`config.mk`:
```
export PLATFORM = sky130hd
export DESIGN_NAME = multicycle_ctrl
export DESIGN_NICKNAME = d
export VERILOG_FILES = /design/src/rtl/mc_pkg.sv /design/src/rtl/mc_opdec.sv /design/src/rtl/multicycle_ctrl.sv
export SDC_FILE = /design/constraint.sdc
export NUM_CORES = 1
export LEC_CHECK = 0
export BUFFER_PORTS_ARGS = -buffer_cell sky130_fd_sc_hd__buf_4
export CAP_MARGIN = 20
export CORE_MARGIN = 1
export CORE_UTILIZATION = 50
export DETAILED_ROUTE_END_ITERATION = 12
export MAX_ROUTING_LAYER = met4
export PLACE_DENSITY = 0.88
export RECOVER_POWER = 50
export SYNTH_ARGS = -nofsm -noshare
export SYNTH_HDL_FRONTEND = slang
export SYNTH_SLANG_ARGS = --single-unit
export TNS_END_PERCENT = 50
```
`constraint.sdc`:
```
create_clock -name clk -period 2.3 [get_ports clk]
set_input_delay 0.345 -clock clk [delete_from_list [all_inputs] [get_ports clk]]
set_output_delay 0.345 -clock clk [all_outputs]
set_load 0.02 [all_outputs]
```
`src/rtl/mc_pkg.sv`:
```
// Shared types for the multicycle controller: FSM states, instruction classes,
// opcode constants and the datapath select encodings.
package mc_pkg;

    typedef enum logic [3:0] {
        S_FETCH, S_DECODE, S_MEMADR, S_MEMRD, S_MEMWB, S_MEMWR, S_RTEXEC,
        S_ALUWB, S_BRANCH, S_ADDIEX, S_ADDIWB, S_JUMP, S_JAL
    } state_t;

    typedef enum logic [2:0] {
        IC_NONE, IC_LOAD, IC_STORE, IC_RTYPE, IC_BRANCH, IC_ADDI, IC_JUMP, IC_JAL
    } iclass_t;

    localparam logic [5:0] OP_RTYPE = 6'b000000;
    localparam logic [5:0] OP_J     = 6'b000010;
    localparam logic [5:0] OP_JAL   = 6'b000011;
    localparam logic [5:0] OP_BEQ   = 6'b000100;
    localparam logic [5:0] OP_BNE   = 6'b000101;
    localparam logic [5:0] OP_ADDI  = 6'b001000;
    localparam logic [5:0] OP_LB    = 6'b100000;
    localparam logic [5:0] OP_LW    = 6'b100011;
    localparam logic [5:0] OP_SW    = 6'b101011;

    localparam logic [1:0] SRCB_B = 2'b00, SRCB_4 = 2'b01, SRCB_SIMM = 2'b10, SRCB_SIMM_SL2 = 2'b11;
    localparam logic [1:0] ALUOP_ADD = 2'b00, ALUOP_SUB = 2'b01, ALUOP_FUNCT = 2'b10;
    localparam logic [1:0] PCSRC_ALU = 2'b00, PCSRC_ALUOUT = 2'b01, PCSRC_JUMP = 2'b10;
    localparam logic [1:0] REGDST_RT = 2'b00, REGDST_RD = 2'b01, REGDST_R31 = 2'b10;
    localparam logic [1:0] M2R_ALUOUT = 2'b00, M2R_MEM = 2'b01, M2R_PC = 2'b10;

    typedef struct packed {
        logic       mem_req;
        logic       iord;
        logic       memwrite;
        logic       irwrite;
        logic       pcwrite;
        logic       branch;
        logic       bne;
        logic       regwrite;
        logic       alusrca;
        logic       lb;
        logic [1:0] alusrcb;
        logic [1:0] aluop;
        logic [1:0] pcsrc;
        logic [1:0] regdst;
        logic [1:0] memtoreg;
        logic       done;
        logic       illegal;
    } ctrl_t;

endpackage

```
`src/rtl/mc_opdec.sv`:
```
// Opcode classifier: maps op to an instruction class and a legal flag,
// with JAL and LB support selectable at elaboration.
module mc_opdec
    import mc_pkg::*;
#(
    parameter bit HAS_JAL = 1'b1,
    parameter bit HAS_LB  = 1'b1
) (
    input  logic [5:0] op,
    output iclass_t    iclass,
    output logic       legal
);

    always_comb begin
        iclass = IC_NONE;
        case (op)
            OP_LW:          iclass = IC_LOAD;
            OP_LB:          iclass = HAS_LB ? IC_LOAD : IC_NONE;
            OP_SW:          iclass = IC_STORE;
            OP_RTYPE:       iclass = IC_RTYPE;
            OP_BEQ, OP_BNE: iclass = IC_BRANCH;
            OP_ADDI:        iclass = IC_ADDI;
            OP_J:           iclass = IC_JUMP;
            OP_JAL:         iclass = HAS_JAL ? IC_JAL : IC_NONE;
            default:        iclass = IC_NONE;
        endcase
        legal = (iclass != IC_NONE);
    end

endmodule

```
`src/rtl/multicycle_ctrl.sv`:
```
// Multicycle MIPS-style control FSM; Moore outputs except for the mem_ready
// qualified fetch strobes, store completion and memory-state exits.
module multicycle_ctrl
    import mc_pkg::*;
#(
    parameter bit HAS_JAL = 1'b1,
    parameter bit HAS_LB  = 1'b1
) (
    input  logic       clk,
    input  logic       reset,
    input  logic [5:0] op,
    input  logic       mem_ready,
    output logic       mem_req,
    output logic       iord,
    output logic       memwrite,
    output logic       irwrite,
    output logic       pcwrite,
    output logic       branch,
    output logic       bne,
    output logic       regwrite,
    output logic       alusrca,
    output logic       lb,
    output logic [1:0] alusrcb,
    output logic [1:0] aluop,
    output logic [1:0] pcsrc,
    output logic [1:0] regdst,
    output logic [1:0] memtoreg,
    output logic       done,
    output logic       illegal
);

    state_t  state_q, state_d;
    iclass_t iclass;
    logic    legal;
    ctrl_t   ctrl, ctrl_o;

    mc_opdec #(.HAS_JAL(HAS_JAL), .HAS_LB(HAS_LB)) u_opdec (
        .op     (op),
        .iclass (iclass),
        .legal  (legal)
    );

    always_ff @(posedge clk or posedge reset) begin
        if (reset) state_q <= S_FETCH;
        else       state_q <= state_d;
    end

    always_comb begin
        ctrl    = '0;
        state_d = state_q;
        case (state_q)
            S_FETCH: begin
                ctrl.mem_req = 1'b1;
                ctrl.alusrcb = SRCB_4;
                ctrl.irwrite = mem_ready;
                ctrl.pcwrite = mem_ready;
                if (mem_ready) state_d = S_DECODE;
            end
            S_DECODE: begin
                ctrl.alusrcb = SRCB_SIMM_SL2;
                if (!legal) begin
                    ctrl.illegal = 1'b1;
                    ctrl.done    = 1'b1;
                    state_d      = S_FETCH;
                end else begin
                    case (iclass)
                        IC_LOAD, IC_STORE: state_d = S_MEMADR;
                        IC_RTYPE:          state_d = S_RTEXEC;
                        IC_BRANCH:         state_d = S_BRANCH;
                        IC_ADDI:           state_d = S_ADDIEX;
                        IC_JUMP:           state_d = S_JUMP;
                        IC_JAL:            state_d = S_JAL;
                        default:           state_d = S_FETCH;
                    endcase
                end
            end
            S_MEMADR: begin
                ctrl.alusrca = 1'b1;
                ctrl.alusrcb = SRCB_SIMM;
                state_d      = (op == OP_SW) ? S_MEMWR : S_MEMRD;
            end
            S_MEMRD: begin
                ctrl.mem_req = 1'b1;
                ctrl.iord    = 1'b1;
                if (mem_ready) state_d = S_MEMWB;
            end
            S_MEMWB: begin
                ctrl.regwrite = 1'b1;
                ctrl.memtoreg = M2R_MEM;
                ctrl.lb       = (op == OP_LB);
                ctrl.done     = 1'b1;
                state_d       = S_FETCH;
            end
            S_MEMWR: begin
                // the store retires in the cycle its handshake completes
                ctrl.mem_req  = 1'b1;
                ctrl.iord     = 1'b1;
                ctrl.memwrite = 1'b1;
                ctrl.done     = mem_ready;
                if (mem_ready) state_d = S_FETCH;
            end
            S_RTEXEC: begin
                ctrl.alusrca = 1'b1;
                ctrl.aluop   = ALUOP_FUNCT;
                state_d      = S_ALUWB;
            end
            S_ALUWB: begin
                ctrl.regwrite = 1'b1;
                ctrl.regdst   = REGDST_RD;
                ctrl.done     = 1'b1;
                state_d       = S_FETCH;
            end
            S_BRANCH: begin
                ctrl.alusrca = 1'b1;
                ctrl.aluop   = ALUOP_SUB;
                ctrl.pcsrc   = PCSRC_ALUOUT;
                ctrl.branch  = (op == OP_BEQ);
                ctrl.bne     = (op == OP_BNE);
                ctrl.done    = 1'b1;
                state_d      = S_FETCH;
            end
            S_ADDIEX: begin
                ctrl.alusrca = 1'b1;
                ctrl.alusrcb = SRCB_SIMM;
                state_d      = S_ADDIWB;
            end
            S_ADDIWB: begin
                ctrl.regwrite = 1'b1;
                ctrl.done     = 1'b1;
                state_d       = S_FETCH;
            end
            S_JUMP: begin
                ctrl.pcsrc   = PCSRC_JUMP;
                ctrl.pcwrite = 1'b1;
                ctrl.done    = 1'b1;
                state_d      = S_FETCH;
            end
            S_JAL: begin
                ctrl.pcsrc    = PCSRC_JUMP;
                ctrl.pcwrite  = 1'b1;
                ctrl.regwrite = 1'b1;
                ctrl.regdst   = REGDST_R31;
                ctrl.memtoreg = M2R_PC;
                ctrl.done     = 1'b1;
                state_d       = S_FETCH;
            end
            default: state_d = S_FETCH;
        endcase
    end

    // Reset must silence outputs immediately, not just at the next edge.
    assign ctrl_o = reset ? '0 : ctrl;

    assign mem_req  = ctrl_o.mem_req;
    assign iord     = ctrl_o.iord;
    assign memwrite = ctrl_o.memwrite;
    assign irwrite  = ctrl_o.irwrite;
    assign pcwrite  = ctrl_o.pcwrite;
    assign branch   = ctrl_o.branch;
    assign bne      = ctrl_o.bne;
    assign regwrite = ctrl_o.regwrite;
    assign alusrca  = ctrl_o.alusrca;
    assign lb       = ctrl_o.lb;
    assign alusrcb  = ctrl_o.alusrcb;
    assign aluop    = ctrl_o.aluop;
    assign pcsrc    = ctrl_o.pcsrc;
    assign regdst   = ctrl_o.regdst;
    assign memtoreg = ctrl_o.memtoreg;
    assign done     = ctrl_o.done;
    assign illegal  = ctrl_o.illegal;

endmodule
```
### Word-level counts from Yosys, hierarchy flattened

Index checks and enable logic that the tools add are counted.

* equality and inequality tests: 30
* magnitude comparators: 0
* multipliers: 0
* shift operators: 0
* add/subtract/negate cells: 0
* multiplexer cells: 26
* div/mod/pow operators: 0
* reductions and logical operators: 14
* bitwise gates (word level): 0

Operators with widths (number)
* case mux 4 bit (7 select lines): 1
* case mux 4 bit (6 select lines): 1
* two-way mux 22 bit: 1
* case mux 3 bit (7 select lines): 1
* equality test 4 bit, second input constant: 5
* equality test 6 bit, second input constant: 3
* equality test 4 x 3 -> 1 bit, second input constant: 4
* two-way mux 4 bit: 4
* case mux 2 bit (2 select lines): 4
* equality test 3 bit, second input constant: 4
* equality test 6 x 2 -> 1 bit, second input constant: 2
* equality test 6 x 3 -> 1 bit, second input constant: 2
* OR reduction 2 bit: 6
* equality test 4 x 2 -> 1 bit, second input constant: 2
* two-way mux 1 bit: 8
* OR reduction 4 bit: 2
* equality test 3 x 2 -> 1 bit, second input constant: 2
* equality test 6 x 4 -> 1 bit, second input constant: 1
* logical NOT 6 bit: 1
* != test 2 bit, second input constant: 3
* case mux 2 bit (3 select lines): 1
* OR reduction 6 bit: 1
* equality test 4 x 1 -> 1 bit, second input constant: 1
* logical NOT 4 bit: 1
* other kinds (8): 9

* bits in read-only memories: 0
* bits in latches: 0
* output and inout bits: 22
* input bits: 9
* logic and storage cells: 71
* memory bits (writable): 0
* bits in registers: 4
* memories: 0

### Depth between registers and ports, before layout

Gate-level depths: netlist of the first run.

* word-level depth: 8
* depth in mapped cells: 5
* mapped depth without buffers: 4

### Hierarchy

From an unflattened synthesis of the first run, not the netlist that was laid out.

* cells, all modules: 114
* area, all modules: 833.3 µm²

Modules (own cells, without submodules)
* multicycle_ctrl: cells each 93, times used 1, sequential area each 100.1 µm², area each 688.2 µm²
* mc_opdec: cells each 21, times used 1, sequential area each 0.0 µm², area each 145.1 µm²

### Worst setup path before layout of the first run

Ideal clock, no wire load.

* path type: reg2out
* from: register state_q[1]
* to: output bne
* data required time: 1955 ps
* path slack: 329 ps
* stages on the path, launching flop included: 6
* arrival: 1626 ps
* buffers on the path: 1
* cell sequence: dfrtp_1 -> buf_6 -> or3b_4 -> nor3_4 -> nand3_2 -> nor3b_2

* longest elaborated chain between the ends: 3

RTL lines
* start: declaration: line multicycle_ctrl.sv:32 `state_t state_q, state_d;`
* start signal: assignment: line multicycle_ctrl.sv:45 `else state_q <= state_d;`
* equality test 4 bit: line multicycle_ctrl.sv:51 `case (state_q)`
* two-way mux 2 bit: line multicycle_ctrl.sv:51
* two-way mux 22 bit: line multicycle_ctrl.sv:152 `assign ctrl_o = reset ? '0 : ctrl;`
* end: declaration: line multicycle_ctrl.sv:19 `output logic bne,`

No other way between the ends.

### Final worst setup path of the first run

* from: register state_q[0]
* to: output done

* longest elaborated chain between the ends: 4
* elaborated cells between the ends (all ways): 11
* those cells by class: eq/ne (8); mux (2); reduce/logical (1)

RTL lines
* equality test 4 bit or equality test 4 x 3 -> 1 bit (tied branches): line multicycle_ctrl.sv:51
* OR reduction 6 bit (no line)
* case mux 1 bit (3 select lines) *: line multicycle_ctrl.sv:51
* two-way mux 22 bit *: line multicycle_ctrl.sv:152
* end: declaration: line multicycle_ctrl.sv:28 `output logic done,`

Every way passes the cells marked *; elsewhere a longest branch is shown, timed or not.

==> summary.txt, run 1 <==
Clocking
  • CTS Hold Bufs: 0
  • Inserted Clock Buffers: 3
  • Clock Latency Late Sink: 240 ps
  • Max H-tree Level: 1
  • Clock transition at the registers of the reported paths: about 40 ps
  • CTS tree: yes
  • Clock sink total: 4
  • Max clock buf depth: 2
  • Setup Buffers After CTS: 0
  • CTS Root Buffer Type: clkbuf_4

Logic synthesis
  • Synth warnings: 0
  • Synth area leaders: dfrtp_1, nor2_1, a21oi_1
  • Yosys reg bits: 4
  • Post-synthesis compound-gate area fraction: 0.256
  • Largest family of logic cells by synthesized area: simple AND/OR/NAND/NOR gates
  • Most common cell in the netlist: nor2_1
  • Seq/Total Area, Yosys: 0.140
  • Main flop type after synthesis: dfrtp_1
  • Mapped Nets: between 100 and 150
  • Avg Inst Size Synth: roughly 6.6 sq um
  • Synth top area share: 0.140
  • Yosys cell types: 41
  • Adder-Cell Fraction of Synth Area: 0
  • FFs w/ async S/R, synth: 1.00
  • Post-Syn Area: around 700 sq um
  • Gate Count Post-Synth: roughly 110
  • XOR/XNOR Fraction of Synth Area: 0.0123
  • Leading area contributor after synthesis: dfrtp_1
  • Post-synthesis mux area share: 0.0140
  • Simple-Gate Fraction of Synth Area: 0.465
  • Post-synth EDFFs: 0
  • Synth cell count leaders: nor2_1, a21oi_1, nand2_1

Timing
  • Slew HR: 0.667
  • Setup WS post-layout: roughly 87 ps
  • Setup TNS: 0 ps
  • Least-Margin Pin Slew: ~500 ps
  • Hold Violations, Final: 0
  • Final setup viols: 0
  • Post-layout min period: 2210 ps
  • RSZ-0062 raised after global routing: no
  • Clock Skews: roughly 4.3 ps
  • Hold Slack: 202 ps
  • Max Clk Rate: about 450 MHz
  • Max-slew violation count: 0
  • Crit share post-route: 0.962

Setup path
  • Crit. End Element: primary output
  • Reg2reg end: state_q[2]
  • Worst path max stage delay: roughly 530 ps
  • Worst r2r src: state_q[0]
  • Beginning of the critical path: state_q[0]
  • Slowest CP cell: dfrtp_1
  • CP Buf/Inv Count: 1
  • R2r setup slk: about 710 ps
  • Req. time, crit path: roughly 2000 ps
  • WP data arrival: between 1500 and 2000 ps
  • Top delay family on crit path: simple AND/OR/NAND/NOR gates
  • Critical path, cell by cell: nand2b_1, a21oi_1, or4_1, o31ai_1, buf_4
  • Crit Path Max Fanout: 10
  • Worst setup path category: flop to primary output
  • CP startpoint kind: flop
  • Reg2Reg Depth: 5

Global routing
  • Antenna violations before repair: 0
  • GRT Residual Overflow: 0
  • All-Layer GR Usage: 0.278
  • Number of global-route vias before repair: between 600 and 700
  • Largest net degree at the start of global routing: 21
  • First-pass GRT wire length: a little under 3 mm

Cells and area
  • Area Overhead vs Synth: 29.1%
  • NumNets Final: approximately 140
  • Top Registers: state_q (4)
  • Number of flip-flops in the largest register: 4
  • Layout cells sized above 1: 0.278
  • Top reg by flops: state_q
  • Antenna cells: 0
  • FILL cells: 116

Routing
  • Routed WL per cell: ~13 um
  • Routed vias/inst: between 6 and 7
  • 1st-pass router iterations: 4
  • DRC viols: 0
  • Routed wire length: approximately 2.0 mm
  • Vias after detailed routing: between 900 and 1000
  • ANT nets after route: 0
  • DR iter-0 viols: 23

Placement
  • Post-DP HPWL: about 1.5 mm
  • Pre-CTS setup slack: about 360 ps
  • Placer Congestion: about 0.87
  • Port bufs: 30

Floorplanning
  • Die width: roughly 40 um
  • Initial Utilization: 0.541
  • Die ar.: approximately 1600 sq um
  • Die Y-Extent: ~40 um
  • Ports: 31
  • Std-Cell Core Area: approximately 1300 sq um
  • Row count: 13

Pwr
  • LEAKAGE: a little under 0.4 nW
  • Worst VDD drop: 469 uV
  • P per Cell Area: roughly 870 nW/um^2

Run status
  • Status: completed

Hold path
  • Worst min path class: input pin to asynchronous set/reset pin

Run
  • Max Cap Viol: 0
per-stage QoR:
| stage | power [W] | util | instance area, sq um | instances |
|---|---|---|---|---|
| 2_1_floorplan | 0.000550 | - | 713 | 108 |
| 6_report | 0.000799 | 0.699 | 921 | 148 |
| 5_1_grt | 0.000858 | 0.699 | 921 | 148 |
| 3_3_place_gp | 0.000696 | 0.697 | 918 | 145 |
| 3_5_place_dp | 0.000710 | 0.697 | 918 | 145 |
| 4_1_cts | 0.000801 | 0.714 | 941 | 148 |
per-layer routing:
layer | part of all wire | vias to the layer above | wire (um) | GRT usage
li1 | - | 450 | - | -
met1 | 0.40 | 431 | 785 | 0.328
met2 | 0.53 | 43 | 1060 | 0.475
met3 | 0.061 | 2 | 121 | 0.0341
met4 | 0.0071 | 0 | 14 | 0.103
met5 | 0 | - | 0 | -
cell families after synthesis:
logic type             count (synthesis)
AO/OA/AOI/OAI                         28
XOR/XNOR                               1
buffers and inverters                 15
flip-flops                             4
multiplexers                           1
AND/OR/NAND/NOR                       59
how the worst max path moves through the flow:
| stage | endpoint | slack (ps) | cells after the start |
|---|---|---|---|
| after floorplan | bne | 330 | 5 |
| after global placement | done | 410 | 6 |
| after detailed placement | done | 360 | 5 |
| after CTS | done | 90 | 5 |
| after global routing | done | 2 | 5 |
| final | done | 90 | 5 |
power breakdown:
group          internal, W   total, W  switching [W]
clock network    0.0000585  0.0000889      0.0000304
logic             0.000225   0.000568       0.000343
registers        0.0000926   0.000142      0.0000494
cell usage in the layout (no fill, tap or decap), types with 2 or more instances in the layout:
cell type	synthesis	layout
a21oi_1	8	8
nand2b_1	5	5
nor3_1	7	6
nand2_1	8	8
a32oi_1	2	2
or2_1	2	2
nor2_1	14	14
inv_1	2	3
clkbuf_1	4	6
a31oi_1	2	2
nor4_1	6	6
buf_4	3	28
clkbuf_4	0	3
and3_1	5	5
dfrtp_1	4	4
nand3_1	2	2
nor3b_1	2	2
a211oi_1	2	2
o31ai_1	2	2
o21ai_0	4	4
cell type report:
class,instances,area [sq um],area share
inverters,3,11.3,0.0122
flip-flops and latches,4,100,0.109
multi-input cells,89,536,0.582
clock buffers,3,22.5,0.0245
well taps,15,18.8,0.0204
repair buffers,34,233,0.253
timing repair:
action / 4_1_cts / 5_1_grt
endpoints found under the hold margin: 0 / 0
endpoints found under the setup margin: 0 / 3
resized for setup: 0 / 1
No activity file was read; power rests on OpenSTA's default activity.
==> run 2, diff against run 1 <==
Settings changed: CORE_ASPECT_RATIO set to 0.9, CORE_UTILIZATION 50 to 46, PLACE_DENSITY 0.88 to 0.82.
Clock period 2.3 ns to 2.07 ns, I/O delays scaled along.
==> summary.txt, run 2 (synthesis results as in run 1) <==
Clocking
  • CTS Root Buffer Type: clkbuf_4
  • CTS tree: yes
  • Max H-tree Level: 1 (unchanged)
  • Inserted Clock Buffers: 3 (unchanged)
  • Clock transition at the registers of the reported paths: 40 ps (about the same)
  • Clock Latency Late Sink: 230 ps (about the same)
  • Clock sink total: 4 (unchanged)
  • CTS Hold Bufs: 0 (unchanged)
  • Max clock buf depth: 2 (unchanged)

Setup path
  • R2r setup slk: 630 ps (-80 ps)
  • Slowest CP cell: dfrtp_2
  • CP startpoint kind: flop
  • Worst path max stage delay: 440 ps (-90 ps)
  • CP Buf/Inv Count: 1 (unchanged)
  • CP Depth: 5 (unchanged)
  • WP data arrival: 1720 ps (-150 ps)
  • Crit. End Element: primary output
  • Req. time, crit path: 1760 ps (-200 ps)
  • Worst setup path category: flop to primary output
  • Critical path, cell by cell: or3b_4, nor3_4, nand3_2, nor3b_2, buf_4
  • Top delay family on crit path: simple AND/OR/NAND/NOR gates
  • Reg2Reg Depth: 4 (-1)
  • Crit Path Max Fanout: 6 (-4)

Cells and area
  • Multi-input gate area: 554 sq um (+3.5%)
  • Area Overhead vs Synth: 45.6%
  • Top Registers: state_q (4)
  • NumNets Final: 152 (+5.6%)
  • Number of flip-flops in the largest register: 4 (unchanged)
  • Fin area: 1040 sq um (+13%)
  • Antenna cells: 0 (unchanged)
  • Layout cells sized above 1: 0.418 (+0.140)
  • Register area: 104 sq um (+3.8%)
  • Commonest non-fill, non-tap cells in the layout: buf_4, nor2_1, nand2_1, a21oi_1
  • FILL cells: 122 (+5.2%)
  • Top reg by flops: state_q
  • Commonest non-fill, non-tap cell in the layout: buf_4

Routing
  • DR iter-0 viols: 51 (+120%)
  • Vias after detailed routing: 948 (+2.4%)
  • Routed wire length: 2.17 mm (+9.8%)
  • Routed WL per cell: 13.9 um (+4.2%)
  • 1st-pass router iterations: 8 (+4)
  • Routed vias/inst: 6.08 (-2.9%)
  • DRC viols: 3 (+3)
  • ANT nets after route: 0 (unchanged)

Floorplanning
  • Die ar.: 1710 sq um (+8.3%)
  • Std-Cell Core Area: 1450 sq um (+9.9%)
  • Die Y-Extent: 39.4 um (-1.0%)
  • Initial Utilization: 0.493 (-0.0487)
  • Row count: 13 (unchanged)
  • Ports: 31 (unchanged)
  • Die width: 43.5 um (+9.4%)

Pwr
  • Sequential power share: 0.148 (-0.030)
  • Combinational share of power: 0.761 (+0.050)
  • Clock Power Share: 0.090 (-0.021)
  • Pint: 0.000532 W (+42%)
  • Sw Ratio: 0.488 (-0.0415)
  • NetSw: 0.000507 W (+20%)
  • P per Cell Area: 1000 nW/um^2 (+15%)
  • LEAKAGE: 0.466 nW (+19%)
  • Worst VDD drop: 429 uV (-8.6%)

Run status
  • Failing checks: DRC
  • Status: finished, violations left

Placement
  • Cell Area, Placed: 926 sq um (+0.82%)
  • Placer Congestion: 0.876 (+0.89%)
  • Post-DP HPWL: 1.53 mm (+1.2%)
  • Port bufs: 30 (unchanged)

Run
  • Max Cap Viol: 0 (unchanged)

Hold path
  • Worst min path class: input pin to asynchronous set/reset pin

Global routing
  • GRT Residual Overflow: 0 (unchanged)
  • Number of global-route vias before repair: 751 (+9.6%)
  • All-Layer GR Usage: 0.259 (-0.0182)
  • Antenna violations before repair: 0 (unchanged)
  • Largest net degree at the start of global routing: 21 (unchanged)
  • First-pass GRT wire length: 3.24 mm (+11%)

Timing
  • Post-layout min period: 2030 ps
  • Crit share post-route: 0.980
  • Max-slew violation count: 0 (unchanged)
  • RSZ-0062 raised after global routing: yes
  • Hold Violations, Final: 0 (unchanged)
  • Final setup viols: 0 (unchanged)
  • Clock Skews: 4.77 ps (+0.447 ps)
  • Least-Margin Pin Slew: 470 ps (-29.3 ps)
  • Slew HR: 0.684 (+0.0167)
  • Setup TNS: 0 ps (unchanged)
  • Max Clk Rate: 493 MHz
[run 2: worst paths after layout]
check	start	to
setup / recovery	state_q[1]	bne
hold / removal	reset	state_q[1]
setup reg to reg	state_q[2]	state_q[2]
hold reg to reg	state_q[3]	state_q[2]
max in group asynchronous	reset	state_q[3]
min in group clk	mem_ready	state_q[2]
[run 2: power by group through the flow]
stage                     sequential (W)  combinational [W]  clock (W)
after global placement          0.000156           0.000627          0
final                           0.000154           0.000791  0.0000937
after floorplan                 0.000118           0.000493          0
after global routing            0.000157           0.000857  0.0000993
after CTS                       0.000156           0.000680  0.0000962
after detailed placement        0.000164           0.000636          0
[run 2: what timing repair did]
| item | CTS | global route |
|---|---|---|
| setup endpoints to repair | 2 | 3 |
| gates resized for setup | 3 | 4 |
| buffers inserted | 3 | 4 |
| cloned | 0 | 0 |
[run 2: per-layer routing]
layer  vias to the layer above  share of wire  wire length [um]  track usage
met5                         -              0                 0            -
met4                         0         0.0037                 8        0.125
met3                         2          0.082               179       0.0369
met2                        40           0.47              1020        0.413
met1                       439           0.44               961        0.327
li1                        467              -                 -            -
[run 2: final cells by class]
cell class | count | area share
multi-input cells | 89 | 0.534
repair buffers | 42 | 0.316
flip-flops and latches | 4 | 0.100
clock buffers | 3 | 0.0217
well taps | 15 | 0.0181
inverters | 3 | 0.0108
[run 2: stage by stage]
step | util | total power, W | hold WS (ps) | setup slack [ps] | std cells
after global placement | 0.640 | 0.000783 | 274 | 198 | 146
after detailed placement | 0.640 | 0.000799 | 284 | 146 | 146
after CTS | 0.673 | 0.000933 | 40.0 | 14.3 | 152
after floorplan | - | 0.000611 | 290 | 133 | 108
after global routing | 0.717 | 0.00111 | 68.6 | -39.4 | 156
final | 0.717 | 0.00104 | 44.8 | 41.4 | 156
==> run 3, diff against run 2 <==
Settings changed: BUFFER_PORTS_ARGS -buffer_cell sky130_fd_sc_hd__buf_4 to unset, CORE_AREA set to 2 2 39 41, CORE_ASPECT_RATIO 0.9 to unset, CORE_MARGIN 1 to unset, CORE_UTILIZATION 46 to unset, DIE_AREA set to 0 0 41 43, DONT_BUFFER_PORTS set to 1, PLACE_DENSITY 0.82 to 0.73.
Clock period 2.07 ns to 2.5 ns, I/O delays scaled along.
==> summary.txt, run 3 (synthesis results as in run 1) <==
Setup path
  • Reg2reg end: state_q[2]
  • CP startpoint kind: flop
  • Worst r2r src: state_q[0]
  • Worst setup path category: flop to primary output
  • Worst path max stage delay: 540 ps (+100 ps)
  • Reg2Reg Depth: 5 (+1)
  • Slowest CP cell: dfrtp_1
  • Critical path, cell by cell: or3b_1, nor3_4, nand3_2, nor3b_2
  • Crit. End Element: primary output
  • WP data arrival: 1890 ps (+170 ps)
  • Crit Path Max Fanout: 12 (+6)
  • Top delay family on crit path: simple AND/OR/NAND/NOR gates
  • R2r setup slk: 920 ps (+290 ps)
  • CP Buf/Inv Count: 0 (-1)
  • Beginning of the critical path: state_q[3]
  • Req. time, crit path: 2120 ps (+360 ps)

Cells and area
  • Area Overhead vs Synth: 12.1%
  • Layout cells sized above 1: 0.183 (-0.236)
  • Top Registers: state_q (4)
  • Commonest non-fill, non-tap cell in the layout: nor2_1
  • Commonest non-fill, non-tap cells in the layout: nor2_1, buf_4, nand2_1, a21oi_1, nor3_1
  • Top reg by flops: state_q
  • FILL cells: 145 (+19%)
  • Number of flip-flops in the largest register: 4 (unchanged)
  • NumNets Final: 126 (-17%)
  • Util after Layout: 0.578 (-0.140)
  • Antenna cells: 0 (unchanged)

Placement
  • Port bufs: 0 (-100%)
  • Post-DP HPWL: 1.42 mm (-7.1%)
  • Placer Congestion: 0.842 (-4.0%)
  • Pre-CTS setup slack: 512 ps (+366 ps)

Clocking
  • Clock transition at the registers of the reported paths: 40 ps (about the same)
  • Setup Buffers After CTS: 0 (-3)
  • CTS tree: yes
  • Clock sink total: 4 (unchanged)
  • CTS Root Buffer Type: clkbuf_4
  • Max H-tree Level: 1 (unchanged)
  • Inserted Clock Buffers: 3 (unchanged)
  • Max clock buf depth: 2 (unchanged)
  • Clock Latency Late Sink: 230 ps (about the same)

Global routing
  • All-Layer GR Usage: 0.251 (-0.00842)
  • Antenna violations before repair: 0 (unchanged)
  • Number of global-route vias before repair: 746 (-0.67%)
  • GRT Residual Overflow: 0 (unchanged)
  • First-pass GRT wire length: 3.06 mm (-5.8%)
  • Largest net degree at the start of global routing: 21 (unchanged)

Hold path
  • Hold path depth: 2
  • Hold Path Origin: mem_ready
  • Worst Hold Path EP: state_q[2]
  • Worst min path class: input pin to flop

Timing
  • Crit share post-route: 0.905
  • Clock Skews: 2.13 ps (-2.64 ps)
  • Least-Margin Pin Slew: 620 ps (+150 ps)
  • RSZ-0062 raised after global routing: no
  • Max Clk Rate: between 400 and 500 MHz
  • Hold Slack: 369 ps (+324 ps)
  • Hold Violations, Final: 0 (unchanged)
  • Max-slew violation count: 0 (unchanged)
  • Setup TNS: 0 ps (unchanged)
  • Slew HR: 0.583 (-0.101)
  • Setup WS post-layout: 238 ps (+197 ps)
  • Final setup viols: 0 (unchanged)
  • Post-layout min period: approximately 2300 ps

Routing
  • Top sig layer: met4
  • Met2 Wirelength: 961 um (-6.2%)
  • 1st-pass router iterations: 4 (-4)
  • Routed wire length: 1.89 mm (-13%)
  • Vias after detailed routing: 822 (-13%)
  • Wl on met1: 799 um (-17%)
  • DRC viols: 0 (-3)
  • Routed WL per cell: 14.4 um (+3.5%)
  • WL met3: 111 um (-38%)
  • ANT nets after route: 0 (unchanged)
  • DR iter-0 viols: 14 (-73%)
  • Routed vias/inst: 6.27 (+3.3%)

Pwr
  • P per Cell Area: 867 nW/um^2 (-13%)
  • Worst VDD drop: 342 uV (-20%)
  • LEAKAGE: 0.311 nW (-33%)
  • Power Total: 0.000693 W (-33%)

Run status
  • Status: completed

Floorplanning
  • Die width: 41 um (-5.8%)
  • Initial Utilization: 0.515 (+0.0227)
  • Ports: 31 (unchanged)
  • Std-Cell Core Area: 1380 sq um (-4.4%)
  • Row count: 14 (+1)
  • Die ar.: 1760 sq um (+3.0%)
  • Die Y-Extent: 43 um (+9.3%)

Run
  • Max Cap Viol: 0 (unchanged)
run 3: cell count changes in the layout (fill, tap and decap cells not counted), sizes merged:
cell	delta
clkbuf	+2
buf	-29
dlygate4sd3	+1
run 3: repair_timing:
item	CTS	global route
hold buffers	1	0
gates resized for setup	0	0
endpoints found under the hold margin	4	0
run 3: where the power goes:
group	internal [W]	switching (W)
Clock	0.0000537	0.0000265
Combinational	0.000186	0.000298
Sequential	0.0000852	0.0000430
Total	0.000325	0.000368
run 3: how the worst max path moves through the flow:
stage | endpoint | slack, ps | depth (start not counted)
floorplan | bne | 500 | 5
global placement | bne | 550 | 4
detailed placement | bne | 510 | 4
CTS | bne | 260 | 4
global route | bne | 160 | 4
finish | bne | 240 | 4
run 3: cell type report:
cell class | count | area [sq um] | area share
multi-input cells | 89 | 531 | 0.664
repair buffers | 16 | 115 | 0.144
flip-flops and latches | 4 | 100 | 0.125
clock buffers | 3 | 22.5 | 0.0282
well taps | 16 | 20.0 | 0.0250
inverters | 3 | 11.3 | 0.0141
run 3: routing by layer:
metal / global-route usage / up-vias
met3: 0.0576 / 2
met1: 0.287 / 382
li1: - / 408
met5: - / -
met2: 0.406 / 30
met4: 0.0933 / 0
run 3: worst reg2reg max path, stage by stage, from the launching register on:
cell      delay, ps
dfrtp_1         490
buf_4           210
inv_1           140
nor3_1          260
a32oi_1         140
a211oi_1        240
run 3: through the flow:
stage / area, sq um / cells
after detailed placement: 777 / 127
after global placement: 777 / 127
final: 800 / 131
after global routing: 800 / 131
after CTS: 810 / 131
after floorplan: 713 / 108
